### config.mk
export PLATFORM = sky130hd
export DESIGN_NAME = tl45_fetch_flat
export DESIGN_NICKNAME = d
export VERILOG_FILES = /design/src/rtl/tl45_fetch_if.sv /design/src/rtl/tl45_fetch.sv /design/src/flat_wrapper.sv
export SDC_FILE = /design/constraint.sdc
export NUM_CORES = 1
export LEC_CHECK = 0
export BUFFER_PORTS_ARGS = -buffer_cell sky130_fd_sc_hd__buf_2
export CORE_AREA = 2 2 132 134
export CTS_BUF_LIST = sky130_fd_sc_hd__clkbuf_4 sky130_fd_sc_hd__clkbuf_8
export DETAILED_ROUTE_END_ITERATION = 16
export DIE_AREA = 0 0 134 136
export GPL_TIMING_DRIVEN = 0
export PLACE_DENSITY = 0.75
export SYNTH_ARGS = -nofsm -noshare
export SYNTH_HDL_FRONTEND = slang
export SYNTH_SLANG_ARGS = --single-unit
export TNS_END_PERCENT = 10
### constraint.sdc
create_clock -name i_clk -period 4.2 [get_ports i_clk]
set_input_delay 0.21 -clock i_clk [delete_from_list [all_inputs] [get_ports i_clk]]
set_output_delay 0.21 -clock i_clk [all_outputs]
set_load 0.05 [all_outputs]
### src/rtl/tl45_fetch_if.sv
// tl45_fetch_if: Wishbone pipelined read bus between the fetch stage and
// instruction memory. Signal names keep the fetch stage's point of view
// (o_* driven by the fetch master, i_* driven by the memory slave).
//   o_wb_cyc   - bus cycle in progress
//   o_wb_stb   - request strobe
//   o_wb_addr  - 30-bit word address
//   i_wb_stall - slave cannot accept the strobe this cycle
//   i_wb_ack   - read data valid
//   i_wb_err   - bus error terminating the cycle
//   i_wb_data  - read data
interface tl45_fetch_if;
  logic        o_wb_cyc;
  logic        o_wb_stb;
  logic [29:0] o_wb_addr;
  logic        i_wb_stall;
  logic        i_wb_ack;
  logic        i_wb_err;
  logic [31:0] i_wb_data;

  modport master (
    output o_wb_cyc, o_wb_stb, o_wb_addr,
    input  i_wb_stall, i_wb_ack, i_wb_err, i_wb_data
  );

  modport slave (
    input  o_wb_cyc, o_wb_stb, o_wb_addr,
    output i_wb_stall, i_wb_ack, i_wb_err, i_wb_data
  );
endinterface

### src/rtl/tl45_fetch.sv
// tl45_fetch: instruction fetch stage of the tl45 pipeline.
// Owns the program counter, issues single-word Wishbone pipelined reads and
// fills the fetch->decode buffer under the pipeline stall/flush protocol.
// A bubble in the buffer is presented as pc=0, inst=0 (NOP).
// Ports:
//   i_clk, i_reset    - clock; synchronous active-high reset
//   i_pipe_stall      - downstream not consuming, buffer holds
//   i_pipe_flush      - redirect to i_flush_pc (low two bits ignored)
//   i_flush_pc        - redirect target
//   o_buf_pc          - PC of the buffered instruction
//   o_buf_inst        - buffered instruction word
//   o_fetch_err       - sticky bus-error flag, cleared by flush or reset
//   wb                - Wishbone master port (tl45_fetch_if.master)
// Every output is a flop; the combinational block only computes next values.
module tl45_fetch #(
  parameter logic [31:0] RESET_PC = 32'h0000_0000
) (
  input  logic        i_clk,
  input  logic        i_reset,
  input  logic        i_pipe_stall,
  input  logic        i_pipe_flush,
  input  logic [31:0] i_flush_pc,
  output logic [31:0] o_buf_pc,
  output logic [31:0] o_buf_inst,
  output logic        o_fetch_err,
  tl45_fetch_if.master wb
);

  typedef enum logic [2:0] {
    IDLE,
    REQ,
    WAIT,
    HOLD,
    ERR
  } state_t;

  state_t      state, state_n;
  logic [31:0] pc, pc_n, pc_inc;
  logic [31:0] hold_pc, hold_pc_n;
  logic [31:0] hold_inst, hold_inst_n;
  logic [31:0] buf_pc_n, buf_inst_n;
  logic        cyc_n, stb_n, err_n;
  logic [29:0] addr_n;

  assign pc_inc = pc + 32'd4;

  always_ff @(posedge i_clk) begin
    if (i_reset) begin
      state        <= IDLE;
      pc           <= RESET_PC;
      hold_pc      <= '0;
      hold_inst    <= '0;
      o_buf_pc     <= '0;
      o_buf_inst   <= '0;
      o_fetch_err  <= 1'b0;
      wb.o_wb_cyc  <= 1'b0;
      wb.o_wb_stb  <= 1'b0;
      wb.o_wb_addr <= '0;
    end else begin
      state        <= state_n;
      pc           <= pc_n;
      hold_pc      <= hold_pc_n;
      hold_inst    <= hold_inst_n;
      o_buf_pc     <= buf_pc_n;
      o_buf_inst   <= buf_inst_n;
      o_fetch_err  <= err_n;
      wb.o_wb_cyc  <= cyc_n;
      wb.o_wb_stb  <= stb_n;
      wb.o_wb_addr <= addr_n;
    end
  end

  always_comb begin
    state_n     = state;
    pc_n        = pc;
    hold_pc_n   = hold_pc;
    hold_inst_n = hold_inst;
    cyc_n       = wb.o_wb_cyc;
    stb_n       = wb.o_wb_stb;
    addr_n      = wb.o_wb_addr;
    err_n       = o_fetch_err;

    // Default buffer behaviour: hold while stalled, otherwise the consumed
    // entry is replaced by a bubble so it is never presented twice.
    if (i_pipe_stall) begin
      buf_pc_n   = o_buf_pc;
      buf_inst_n = o_buf_inst;
    end else begin
      buf_pc_n   = '0;
      buf_inst_n = '0;
    end

    if (i_pipe_flush) begin
      // Abort everything: in-flight read, same-cycle ack, held word, error.
      state_n     = IDLE;
      pc_n        = i_flush_pc & 32'hFFFF_FFFC;
      hold_pc_n   = '0;
      hold_inst_n = '0;
      buf_pc_n    = '0;
      buf_inst_n  = '0;
      cyc_n       = 1'b0;
      stb_n       = 1'b0;
      err_n       = 1'b0;
    end else begin
      case (state)
        IDLE: begin
          state_n = REQ;
          cyc_n   = 1'b1;
          stb_n   = 1'b1;
          addr_n  = pc[31:2];
        end
        REQ: begin
          if (!wb.i_wb_stall) begin
            stb_n   = 1'b0;
            state_n = WAIT;
          end
        end
        WAIT: begin
          if (wb.i_wb_err) begin
            cyc_n   = 1'b0;
            err_n   = 1'b1;
            state_n = ERR;
          end else if (wb.i_wb_ack) begin
            pc_n = pc_inc;
            if (!i_pipe_stall) begin
              // Keep cyc high and strobe the next word straight away.
              buf_pc_n   = pc;
              buf_inst_n = wb.i_wb_data;
              stb_n      = 1'b1;
              addr_n     = pc_inc[31:2];
              state_n    = REQ;
            end else begin
              hold_pc_n   = pc;
              hold_inst_n = wb.i_wb_data;
              cyc_n       = 1'b0;
              state_n     = HOLD;
            end
          end
        end
        HOLD: begin
          if (!i_pipe_stall) begin
            buf_pc_n   = hold_pc;
            buf_inst_n = hold_inst;
            cyc_n      = 1'b1;
            stb_n      = 1'b1;
            addr_n     = pc[31:2];
            state_n    = REQ;
          end
        end
        ERR: begin
          state_n = ERR;
        end
        default: begin
          state_n = IDLE;
          cyc_n   = 1'b0;
          stb_n   = 1'b0;
        end
      endcase
    end
  end

endmodule

### src/flat_wrapper.sv
// flat-port wrapper written by rule: the top's interface ports become plain ports
module tl45_fetch_flat 
#(
  parameter logic [31:0] RESET_PC = 32'h0000_0000
)
  (i_clk, i_reset, i_pipe_stall, i_pipe_flush, i_flush_pc, o_buf_pc, o_buf_inst, o_fetch_err, wb_o_wb_cyc, wb_o_wb_stb, wb_o_wb_addr, wb_i_wb_stall, wb_i_wb_ack, wb_i_wb_err, wb_i_wb_data);
  tl45_fetch_if wb_i ();
  input  logic i_clk;
  input  logic i_reset;
  input  logic i_pipe_stall;
  input  logic i_pipe_flush;
  input  logic [31:0] i_flush_pc;
  output logic [31:0] o_buf_pc;
  output logic [31:0] o_buf_inst;
  output logic o_fetch_err;
  output wire logic [$bits(wb_i.o_wb_cyc)-1:0] wb_o_wb_cyc;
  output wire logic [$bits(wb_i.o_wb_stb)-1:0] wb_o_wb_stb;
  output wire logic [$bits(wb_i.o_wb_addr)-1:0] wb_o_wb_addr;
  input wire logic [$bits(wb_i.i_wb_stall)-1:0] wb_i_wb_stall;
  input wire logic [$bits(wb_i.i_wb_ack)-1:0] wb_i_wb_ack;
  input wire logic [$bits(wb_i.i_wb_err)-1:0] wb_i_wb_err;
  input wire logic [$bits(wb_i.i_wb_data)-1:0] wb_i_wb_data;
  assign wb_o_wb_cyc = wb_i.o_wb_cyc;
  assign wb_o_wb_stb = wb_i.o_wb_stb;
  assign wb_o_wb_addr = wb_i.o_wb_addr;
  assign wb_i.i_wb_stall = wb_i_wb_stall;
  assign wb_i.i_wb_ack = wb_i_wb_ack;
  assign wb_i.i_wb_err = wb_i_wb_err;
  assign wb_i.i_wb_data = wb_i_wb_data;
  tl45_fetch #(.RESET_PC(RESET_PC)) u_core (.i_clk(i_clk), .i_reset(i_reset), .i_pipe_stall(i_pipe_stall), .i_pipe_flush(i_pipe_flush), .i_flush_pc(i_flush_pc), .o_buf_pc(o_buf_pc), .o_buf_inst(o_buf_inst), .o_fetch_err(o_fetch_err), .wb(wb_i));
endmodule
==> results of run 1 <==
[worst max-delay path, delay by kind of cell, from the launching register on]
family                 cells  cell delay, ns
buffers and inverters      3            1.27
and+or+nand+nor            2            0.89
DFF                        1            0.37
AOI/OAI and AO/OA          2            0.34
[path summary, 6_finish.rpt]
| path | to | depth (start not counted) | from | slack, ns |
|---|---|---|---|---|
| setup reg to reg | u_core.o_buf_pc[6] | 7 | u_core.state[0] | 1.26 |
| hold / removal | u_core.pc[21] | 3 | i_flush_pc[21] | 0.02 |
| setup / recovery | u_core.o_buf_pc[6] | 7 | u_core.state[0] | 1.26 |
| hold reg to reg | u_core.o_buf_pc[7] | 2 | u_core.o_buf_pc[7] | 0.45 |
[cell type report]
type / instances / share of cell area
clock buffer: 19 / 0.0257
timing repair buffer: 205 / 0.122
sequential: 192 / 0.378
inverter: 4 / 0.00148
multi-input combinational: 712 / 0.385
clock inverter: 13 / 0.00997
tap: 225 / 0.0277
buffer: 100 / 0.0499
[cells in the final DEF, fill, tap and decap left out, drive strengths merged, types with 2 or more instances in the layout]
cell / n
and2: 6
xnor2: 34
a21oi: 104
nor2b: 5
o22ai: 3
dfxtp: 192
o21ai: 39
clkinvlp: 2
mux2i: 2
clkinv: 5
and3: 7
nand2: 187
or2: 3
nor2: 68
xor2: 17
nand3: 45
nor4: 13
a22oi: 63
inv: 10
buf: 172
dlygate4sd3: 43
or4: 2
or3: 10
and4: 4
nand2b: 2
nor3: 19
clkbuf: 109
nand4: 13
a211oi: 49
a311oi: 8
[through the flow]
stage | instances | area, µm² | worst slack, ns | util | hold slack [ns]
2_1_floorplan | 1008 | 8280 | 1.94 | - | 0.346
3_3_place_gp | 1396 | 9380 | 1.39 | 0.556 | 0.430
3_5_place_dp | 1396 | 9380 | 1.36 | 0.556 | 0.438
4_1_cts | 1470 | 10200 | 1.33 | 0.602 | 0.000271
5_1_grt | 1470 | 10200 | 1.06 | 0.602 | 0.00752
6_report | 1470 | 10200 | 1.26 | 0.602 | 0.0152
[metal layers]
layer	wire length [µm]	vias up
li1	-	3968
met1	10500	3788
met2	11800	351
met3	2120	46
met4	627	0
met5	0	-
[state kept, by name, indices dropped and copies added (netlist names)]
name / count
u_core.o_buf_inst: 32
u_core.hold_pc: 30
u_core.o_fetch_err: 1
u_core.state: 3
u_core.wb.o_wb_cyc: 1
u_core.wb.o_wb_stb: 1
u_core.wb.o_wb_addr: 30
u_core.hold_inst: 32
u_core.pc: 30
u_core.o_buf_pc: 32
[Yosys cell counts, drive strengths merged, types with 2 or more instances]
library cell | n | area (µm²)
dfxtp | 192 | 3840
nand2 | 187 | 702
a21oi | 104 | 521
clkbuf | 90 | 428
nor2 | 68 | 255
a22oi | 63 | 473
a211oi | 49 | 373
nand3 | 45 | 230
o21ai | 39 | 195
xnor2 | 34 | 298
nor3 | 19 | 95.1
xor2 | 17 | 149
nand4 | 13 | 87.6
nor4 | 13 | 81.3
or3 | 10 | 66.3
buf | 9 | 68.8
a311oi | 8 | 70.1
and3 | 7 | 43.8
and2 | 6 | 37.5
nor2b | 5 | 31.3
and4 | 4 | 36.3
inv | 4 | 15.0
o22ai | 3 | 18.8
or2 | 3 | 18.8
mux2i | 2 | 20.0
nand2b | 2 | 12.5
or4 | 2 | 18.8
[power by group through the flow]
stage | sequential, W | combinational (W) | clock (W)
6_report | 0.00189 | 0.000443 | 0.00113
5_1_grt | 0.00190 | 0.000472 | 0.00123
4_1_cts | 0.00189 | 0.000438 | 0.00115
3_5_place_dp | 0.00193 | 0.000407 | 0
3_3_place_gp | 0.00193 | 0.000404 | 0
2_1_floorplan | 0.00201 | 0.000193 | 0
[kinds of logic after synthesis]
kind of cell | Yosys count | share of synthesized area
AO/OA/AOI/OAI | 268 | 0.201
XOR/XNOR | 51 | 0.0539
adder cells (fa/ha/maj) | 1 | 0.00151
buffers and inverters | 104 | 0.0630
flip-flops | 192 | 0.464
multiplexers | 2 | 0.00242
AND/OR/NAND/NOR | 390 | 0.214
[repair_timing]
action / CTS / global route
setup buffers: 0 / 0
hold buffers: 42 / 0
gates resized for setup: 0 / 0
endpoints found under the hold margin: 60 / 0
==> metrics.csv, run 1 <==
metric,value,unit
Core Area,16900,µm²
fin nets,1304,
first-pass GRT wire length,38.8,mm
# port buffers,163,
GR peak layer,met2,
critical path required time,4.59,ns
total power,0.00347,W
critical path class,reg2reg,
Max clock buf depth,2,
footprint of the multi-input gates,3920,µm²
H-tree levels,4,
Placer Congestion,0.943,
Psw,0.00100,W
peak per-stage delay on the critical path,0.56,ns
CP Launch Type,register,
Clk pwr share,0.327,
f_max,340,MHz
Post-Syn Instances,1008,
critical path's slowest cell,clkbuf_1,
worst slew pin tran,1.01,ns
"Primary FF master, synth",dfxtp_1,
Clock Pin Slew Worst Setup and Hold Paths,0.10,ns
Tcrit/Tclk final,0.701,
WL/cell,17.0,µm
Clock Latency Late Sink,0.47,ns
DR DRC count,0,
Post-DRT Antenna Nets,0,
DRT iter0 DRCs,723,
Comb power frac,0.128,
Synth Register Bits,192,
Hold Crit Class,in2reg,
Mapped Area,8280,µm²
HPWL after detailed placement,17.9,mm
Vias,8153,
largest fanout on the critical path,10,
final WL,25.0,mm
Pleak,3.58,nW
Post-synth EDFFs,0,
GR met2 Demand/Resource,0.443,
initial antenna violation count,0,
number of CTS-inserted buffers,17,
worst-path cell chain,"or3b_2, clkbuf_1, nor2_1, clkbuf_1, clkbuf_1, a22oi_1, o21ai_0",
Power per Cell Area,341,nW/µm²
pin count of the biggest net entering global routing,18,
Boundary Pins,168,
drt pass-1 iters,5,
setup violators final,0,
Sequential Area,3840,µm²
clock period minus worst slack,2.94,ns
post-synthesis sequential area ratio,0.464,
CTS sink count,192,
final-layout fill cell count,1548,
sw frac,0.289,
met3 GRT Util,0.0615,
M1 GR Usage,0.352,
"Area growth, synth to finish",22.7,%
Max Transition Viols Final,0,
# rows,48,
syn nets,1080,
Post-synth ARST share,0,
root buf cell,clkbuf_8,
CTS tree,built,
Seq pwr share,0.545,
setup TNS,0,ns
max_cap viols,0,
Syn. warnings,0,
Initial Util,0.491,
Vias/cell,5.55,
ANT cells,0,
VDD IR-drop max,0.000207,V
relative slew slack,0.318,
most frequent CP cell,clkbuf_1,
Avg Inst Size Synth,8.22,µm²
internal power,0.00247,W
Die Y-Extent,136,µm
Post-Route Skew,0.0152,ns
share of layout cells above drive strength 1,0.181,
vias in the first global route,7347,
crit path capture type,register,
Die ar.,18200,µm²
Netlist cell types,49,
unrepaired setup endpoints after global routing,no,
aggregate global routing overflow,0,
Arrival @ worst endpoint,3.33,ns
Total GRT Usage,0.271,
status,completed,
Hold Fails Final Rpt,0,
die width,134,µm
No activity file was read; power rests on OpenSTA's default activity.
==> run 2: changes to the inputs <==
Clock period 4.2 ns to 3.06 ns, I/O delays scaled along.
==> metrics.csv, run 2 (synthesized netlist as in run 1, its figures left out) <==
metric,value,unit,change
Max Transition Viols Final,0,,unchanged
Die ar.,18200,µm²,unchanged
die width,134,µm,unchanged
f_max,361,MHz,+6.3%
pre-CTS WS,0.217,ns,-1.14 ns
# port buffers,163,,unchanged
"most common cell after layout, fill and taps aside",dfxtp_1,,
drt pass-1 iters,5,,unchanged
max_cap viols,0,,unchanged
worst reg-to-reg setup slack,0.29,ns,-0.97 ns
Vias,8283,,+1.6%
WL/cell,17.0,µm,about the same
pin count of the biggest net entering global routing,18,,unchanged
ANT cells,0,,unchanged
Boundary Pins,168,,unchanged
Clock Pin Slew Worst Setup and Hold Paths,0.10,ns,about the same
Hold Crit Class,in2reg,,
"Area growth, synth to finish",25.0,%,
Pleak,3.66,nW,+2.3%
Core Area,16900,µm²,unchanged
CP Launch Type,register,,
first-pass GRT wire length,39.2,mm,+1.1%
Min-Delay Path Depth,3,,unchanged
# rows,48,,unchanged
vias in the first global route,7452,,+1.4%
final WL,25.3,mm,+1.4%
Post-DRT Antenna Nets,0,,unchanged
critical path class,reg2reg,,
unrepaired setup endpoints after global routing,no,,
clock period minus worst slack,2.77,ns,-0.175 ns
CTS sink count,192,,unchanged
Die Y-Extent,136,µm,unchanged
relative slew slack,0.300,,-0.0189
Max clock buf depth,2,,unchanged
DRT iter0 DRCs,759,,+5.0%
worst slew pin tran,1.04,ns,+0.0281 ns
Tcrit/Tclk final,0.905,,+0.204
number of CTS-inserted buffers,17,,unchanged
crit path capture type,register,,
largest fanout on the critical path,10,,unchanged
fin nets,1323,,+1.5%
root buf cell,clkbuf_8,,
status,completed,,
Post-Route Skew,0.0164,ns,+0.00118 ns
critical path required time,3.45,ns,-1.14 ns
aggregate global routing overflow,0,,unchanged
H-tree levels,4,,unchanged
worst hold endpoint,u_core.pc[25],,
"commonest cells after routing, fill and taps aside","dfxtp_1 (192), nand2_1 (187), buf_2 (164)",,
Total GRT Usage,0.274,,+0.00311
DR DRC count,0,,unchanged
hold_sp,i_flush_pc[25],,
HPWL after detailed placement,17.9,mm,unchanged
Vias/cell,5.56,,+0.30%
reg2reg path depth,7,,unchanged
RR Startpoint,u_core.state[0],,
Hold Fails Final Rpt,0,,unchanged
CTS tree,built,,
share of layout cells above drive strength 1,0.179,,-0.00193
Clock Latency Late Sink,0.47,ns,about the same
initial antenna violation count,0,,unchanged
setup TNS,0,ns,unchanged
Initial Util,0.491,,unchanged
setup violators final,0,,unchanged
Setup WS post-layout,0.290,ns,-0.965 ns
biggest regs,"u_core.hold_inst x32, u_core.o_buf_inst x32, u_core.o_buf_pc x32",,
VDD IR-drop max,0.000286,V,+38%
Arrival @ worst endpoint,3.16,ns,-0.17 ns
Placer Congestion,0.943,,unchanged
FF-to-FF End,u_core.o_buf_pc[6],,
Setup Buffers After CTS,0,,unchanged
Power per Cell Area,462,nW/µm²,+35%
## run 2: changes by cell type in the layout (fill, tap and decap cells not counted), sizes merged
cell	before	now
dlygate4sd3	43	62
## run 2: worst max-delay path, cell delays in order (launching register included)
cell and delay (ns):
dfxtp_1 0.38, or3b_2 0.47, clkbuf_1 0.17, nor2_1 0.40, clkbuf_2 0.38, clkbuf_1 0.55
a22oi_1 0.16, o21ai_0 0.18
## run 2: layer usage
layer	vias up	global-route usage	wire, µm
met3	50	0.0611	2150
li1	4007	-	-
met1	3860	0.354	10500
met2	366	0.451	12000
met5	-	0	0
met4	0	0.0981	688
## run 2: what timing repair did
item                                    4_1_cts  5_1_grt
endpoints found under the setup margin        0        9
gates resized for setup                       0        2
hold buffers                                 61        0
endpoints found under the hold margin        92        0
## run 2: worst max path at each step
| stage | depth (start not counted) | slack (ns) | to | from |
|---|---|---|---|---|
| 6_report | 7 | 0.29 | u_core.o_buf_pc[6] | u_core.state[0] |
| 5_1_grt | 7 | 0.11 | u_core.o_buf_pc[8] | u_core.state[0] |
| 4_1_cts | 7 | 0.19 | u_core.o_buf_pc[6] | u_core.state[0] |
| 3_5_place_dp | 7 | 0.22 | u_core.o_buf_pc[6] | u_core.state[0] |
| 3_3_place_gp | 7 | 0.25 | u_core.o_buf_pc[25] | u_core.state[0] |
| 2_1_floorplan | 5 | 0.80 | u_core.wb.o_wb_addr[29] | u_core.pc[13] |
## run 2: per-stage QoR
stage / area [µm²] / utilization / hold WS, ns / total power (W) / cells
floorplan: 8280 / - / 0.289 / 0.00303 / 1008
global placement: 9380 / 0.556 / 0.405 / 0.00321 / 1396
detailed placement: 9380 / 0.556 / 0.411 / 0.00321 / 1396
CTS: 10400 / 0.614 / 0.00529 / 0.00479 / 1489
global route: 10400 / 0.614 / 0.0176 / 0.00496 / 1489
finish: 10400 / 0.614 / 0.0164 / 0.00478 / 1489
## run 2: cell type report
cell class	instances	area [µm²]
Multi-Input combinational cell	712	3920
Buffer	100	508
Inverter	4	15.0
Timing Repair Buffer	224	1430
Clock buffer	19	262
Tap cell	225	282
Fill cell	1519	6520
Clock inverter	13	101
Sequential cell	192	3840
## run 2: power breakdown
| part | switching, W | leakage [nW] | total, W | internal, W |
|---|---|---|---|---|
| Sequential | 0.0000395 | 1.56 | 0.00260 | 0.00256 |
| Combinational | 0.000406 | 1.91 | 0.000629 | 0.000223 |
| Clock | 0.000934 | 0.187 | 0.00156 | 0.000622 |
| Total | 0.00138 | 3.66 | 0.00478 | 0.00340 |
==> run 3: changes to the inputs <==
Settings changed: CELL_PAD_IN_SITES_DETAIL_PLACEMENT from default to 1, CELL_PAD_IN_SITES_GLOBAL_PLACEMENT from default to 2, CORE_AREA 2 2 132 134 to 2 2 162 164, DIE_AREA 0 0 134 136 to 0 0 164 166, PLACE_DENSITY 0.75 to 0.83.
==> metrics.csv, run 3 (synthesized netlist as in run 1, its figures left out) <==
metric,value,unit,change
CP Launch Type,register,,
# rows,59,,+23%
root buf cell,clkbuf_8,,
peak per-stage delay on the critical path,0.47,ns,-0.08 ns
Sequential Area,3840,µm²,unchanged
H-tree levels,4,,unchanged
share of layout cells above drive strength 1,0.180,,+0.00144
aggregate global routing overflow,0,,unchanged
reg2reg path depth,7,,unchanged
Clock Latency Late Sink,0.48,ns,about the same
Post-DRT Antenna Nets,0,,unchanged
Tcrit/Tclk final,0.913,,+0.00767
clock period minus worst slack,2.79,ns,+0.0235 ns
worst slew pin tran,1.06,ns,+0.0169 ns
Worst path top cell family by delay,buffers and inverters,,
CTS tree,built,,
Vias,8271,,-0.14%
CP endpoint,u_core.o_buf_inst[7],,
final-layout fill cell count,3117,,+110%
Worst Setup SP,u_core.state[0],,
drt pass-1 iters,5,,unchanged
Crit path depth,7,,unchanged
top sig layer,met4,,
largest fanout on the critical path,10,,unchanged
Hold Fails Final Rpt,0,,unchanged
Die Y-Extent,166,µm,+22%
Core Area,25600,µm²,+52%
pin count of the biggest net entering global routing,22,,+4
worst-path cell chain,"or3b_2, clkbuf_1, nor2_1, clkbuf_2, clkbuf_1, a22oi_1, o21ai_0",,
vias in the first global route,8381,,+12%
CTS sink count,192,,unchanged
DRT iter0 DRCs,405,,-47%
worst reg-to-reg setup slack,0.27,ns,-0.02 ns
most frequent CP cell,clkbuf_1,,
Vias/cell,5.17,,-7.1%
ANT cells,0,,unchanged
setup TNS,0,ns,unchanged
biggest regs,"u_core.hold_inst x32, u_core.o_buf_inst x32, u_core.o_buf_pc x32",,
Total GRT Usage,0.215,,-0.0585
crit path capture type,register,,
# port buffers,163,,unchanged
Die ar.,27200,µm²,+49%
worst path bufs/invs,3,,unchanged
Metal-1 WL,13.2,mm,+25%
VDD IR-drop max,0.000240,V,-16%
DR DRC count,0,,unchanged
footprint of the multi-input gates,3920,µm²,+0.13%
routed wl met3,1.56,mm,-28%
Post-Route Skew,0.0176,ns,+0.00129 ns
Initial Util,0.323,,-0.167
max_cap viols,0,,unchanged
WL/cell,18.4,µm,+8.2%
initial antenna violation count,0,,unchanged
WL met2,13.9,mm,+16%
placed inst area,9520,µm²,+1.5%
critical path class,reg2reg,,
Pleak,3.69,nW,+0.90%
setup violators final,0,,unchanged
critical path's slowest cell,or3b_2,,
number of CTS-inserted buffers,17,,unchanged
Placer Congestion,0.806,,-15%
unrepaired setup endpoints after global routing,no,,
Hold Crit Class,in2reg,,
final instance area,10600,µm²,+2.0%
"most common cell after layout, fill and taps aside",dfxtp_1,,
Boundary Pins,168,,unchanged
Power per Cell Area,471,nW/µm²,+2.1%
Max Transition Viols Final,0,,unchanged
relative slew slack,0.288,,-0.0114
Clock Pin Slew Worst Setup and Hold Paths,0.11,ns,about the same
HPWL after detailed placement,21.7,mm,+21%
Max clock buf depth,2,,unchanged
fin nets,1324,,+0.076%
Arrival @ worst endpoint,3.19,ns,+0.03 ns
FF-to-FF End,u_core.o_buf_inst[7],,
"commonest cells after routing, fill and taps aside","dfxtp_1 (192), nand2_1 (187), buf_2 (164)",,
"Area growth, synth to finish",27.5,%,
die width,164,µm,+22%
RR Startpoint,u_core.state[0],,
f_max,358,MHz,-0.84%
final WL,29.4,mm,+16%
first-pass GRT wire length,45.9,mm,+17%
status,completed,,
critical path required time,3.46,ns,about the same
Setup Buffers After CTS,0,,unchanged
## run 3: cell count changes in the layout (fill, tap and decap cells not counted), sizes merged
cell / before / now
clkbuf: 109 / 107
dlygate4sd3: 62 / 63
clkinv: 5 / 8
clkinvlp: 2 / 0
inv: 10 / 11
## run 3: worst min-delay path: cells and delay by family
| family | cells | cell delay (ns) |
|---|---|---|
| AND/OR/NAND/NOR | 2 | 0.19 |
| buffers and inverters | 1 | 0.09 |
## run 3: worst min-delay path by stage
| stage | start | to | slack [ns] | depth (start not counted) |
|---|---|---|---|---|
| 5_1_grt | i_flush_pc[26] | u_core.pc[26] | 0.01 | 3 |
| 3_5_place_dp | wb_i_wb_data[13] | u_core.hold_inst[13] | 0.41 | 3 |
| 4_1_cts | i_flush_pc[26] | u_core.pc[26] | 0.01 | 3 |
| 2_1_floorplan | wb_i_wb_data[0] | u_core.hold_inst[0] | 0.29 | 2 |
| 3_3_place_gp | wb_i_wb_data[1] | u_core.hold_inst[1] | 0.41 | 3 |
| 6_report | wb_i_wb_stall | u_core.state[0] | 0.02 | 3 |
## run 3: report_power, final
part / total [W] / switching (W) / internal (W)
sequential: 0.00260 / 0.0000401 / 0.00256
combinational: 0.000645 / 0.000421 / 0.000224
clock: 0.00174 / 0.00110 / 0.000634
## run 3: per-stage QoR
| step | hold slack [ns] | total power (W) | instances | util | setup slack [ns] |
|---|---|---|---|---|---|
| CTS | 0.0103 | 0.00502 | 1600 | 0.412 | 0.00587 |
| detailed placement | 0.412 | 0.00324 | 1506 | 0.372 | 0.0301 |
| global route | 0.0136 | 0.00518 | 1600 | 0.412 | 0.0800 |
| floorplan | 0.289 | 0.00303 | 1008 | - | 0.800 |
| finish | 0.0206 | 0.00498 | 1600 | 0.412 | 0.267 |
| global placement | 0.406 | 0.00323 | 1506 | 0.372 | 0.00418 |
## run 3: layout make-up
type	instances	area share
Clock inverter	15	0.0172
Timing Repair Buffer	225	0.136
Multi-Input combinational cell	712	0.371
Inverter	4	0.00142
Buffer	100	0.0482
Sequential cell	192	0.364
Tap cell	335	0.0397
Clock buffer	17	0.0222
## run 3: layer usage
| layer | GRT usage | vias up |
|---|---|---|
| met2 | 0.356 | 199 |
| li1 | - | 4021 |
| met3 | 0.0500 | 43 |
| met5 | 0 | - |
| met1 | 0.276 | 4008 |
| met4 | 0.0698 | 0 |
## run 3: timing repair
action / in CTS / in global routing
gates resized for setup: 0 / 5
setup endpoints to repair: 0 / 35
endpoints found under the hold margin: 92 / 0
hold buffers: 62 / 0
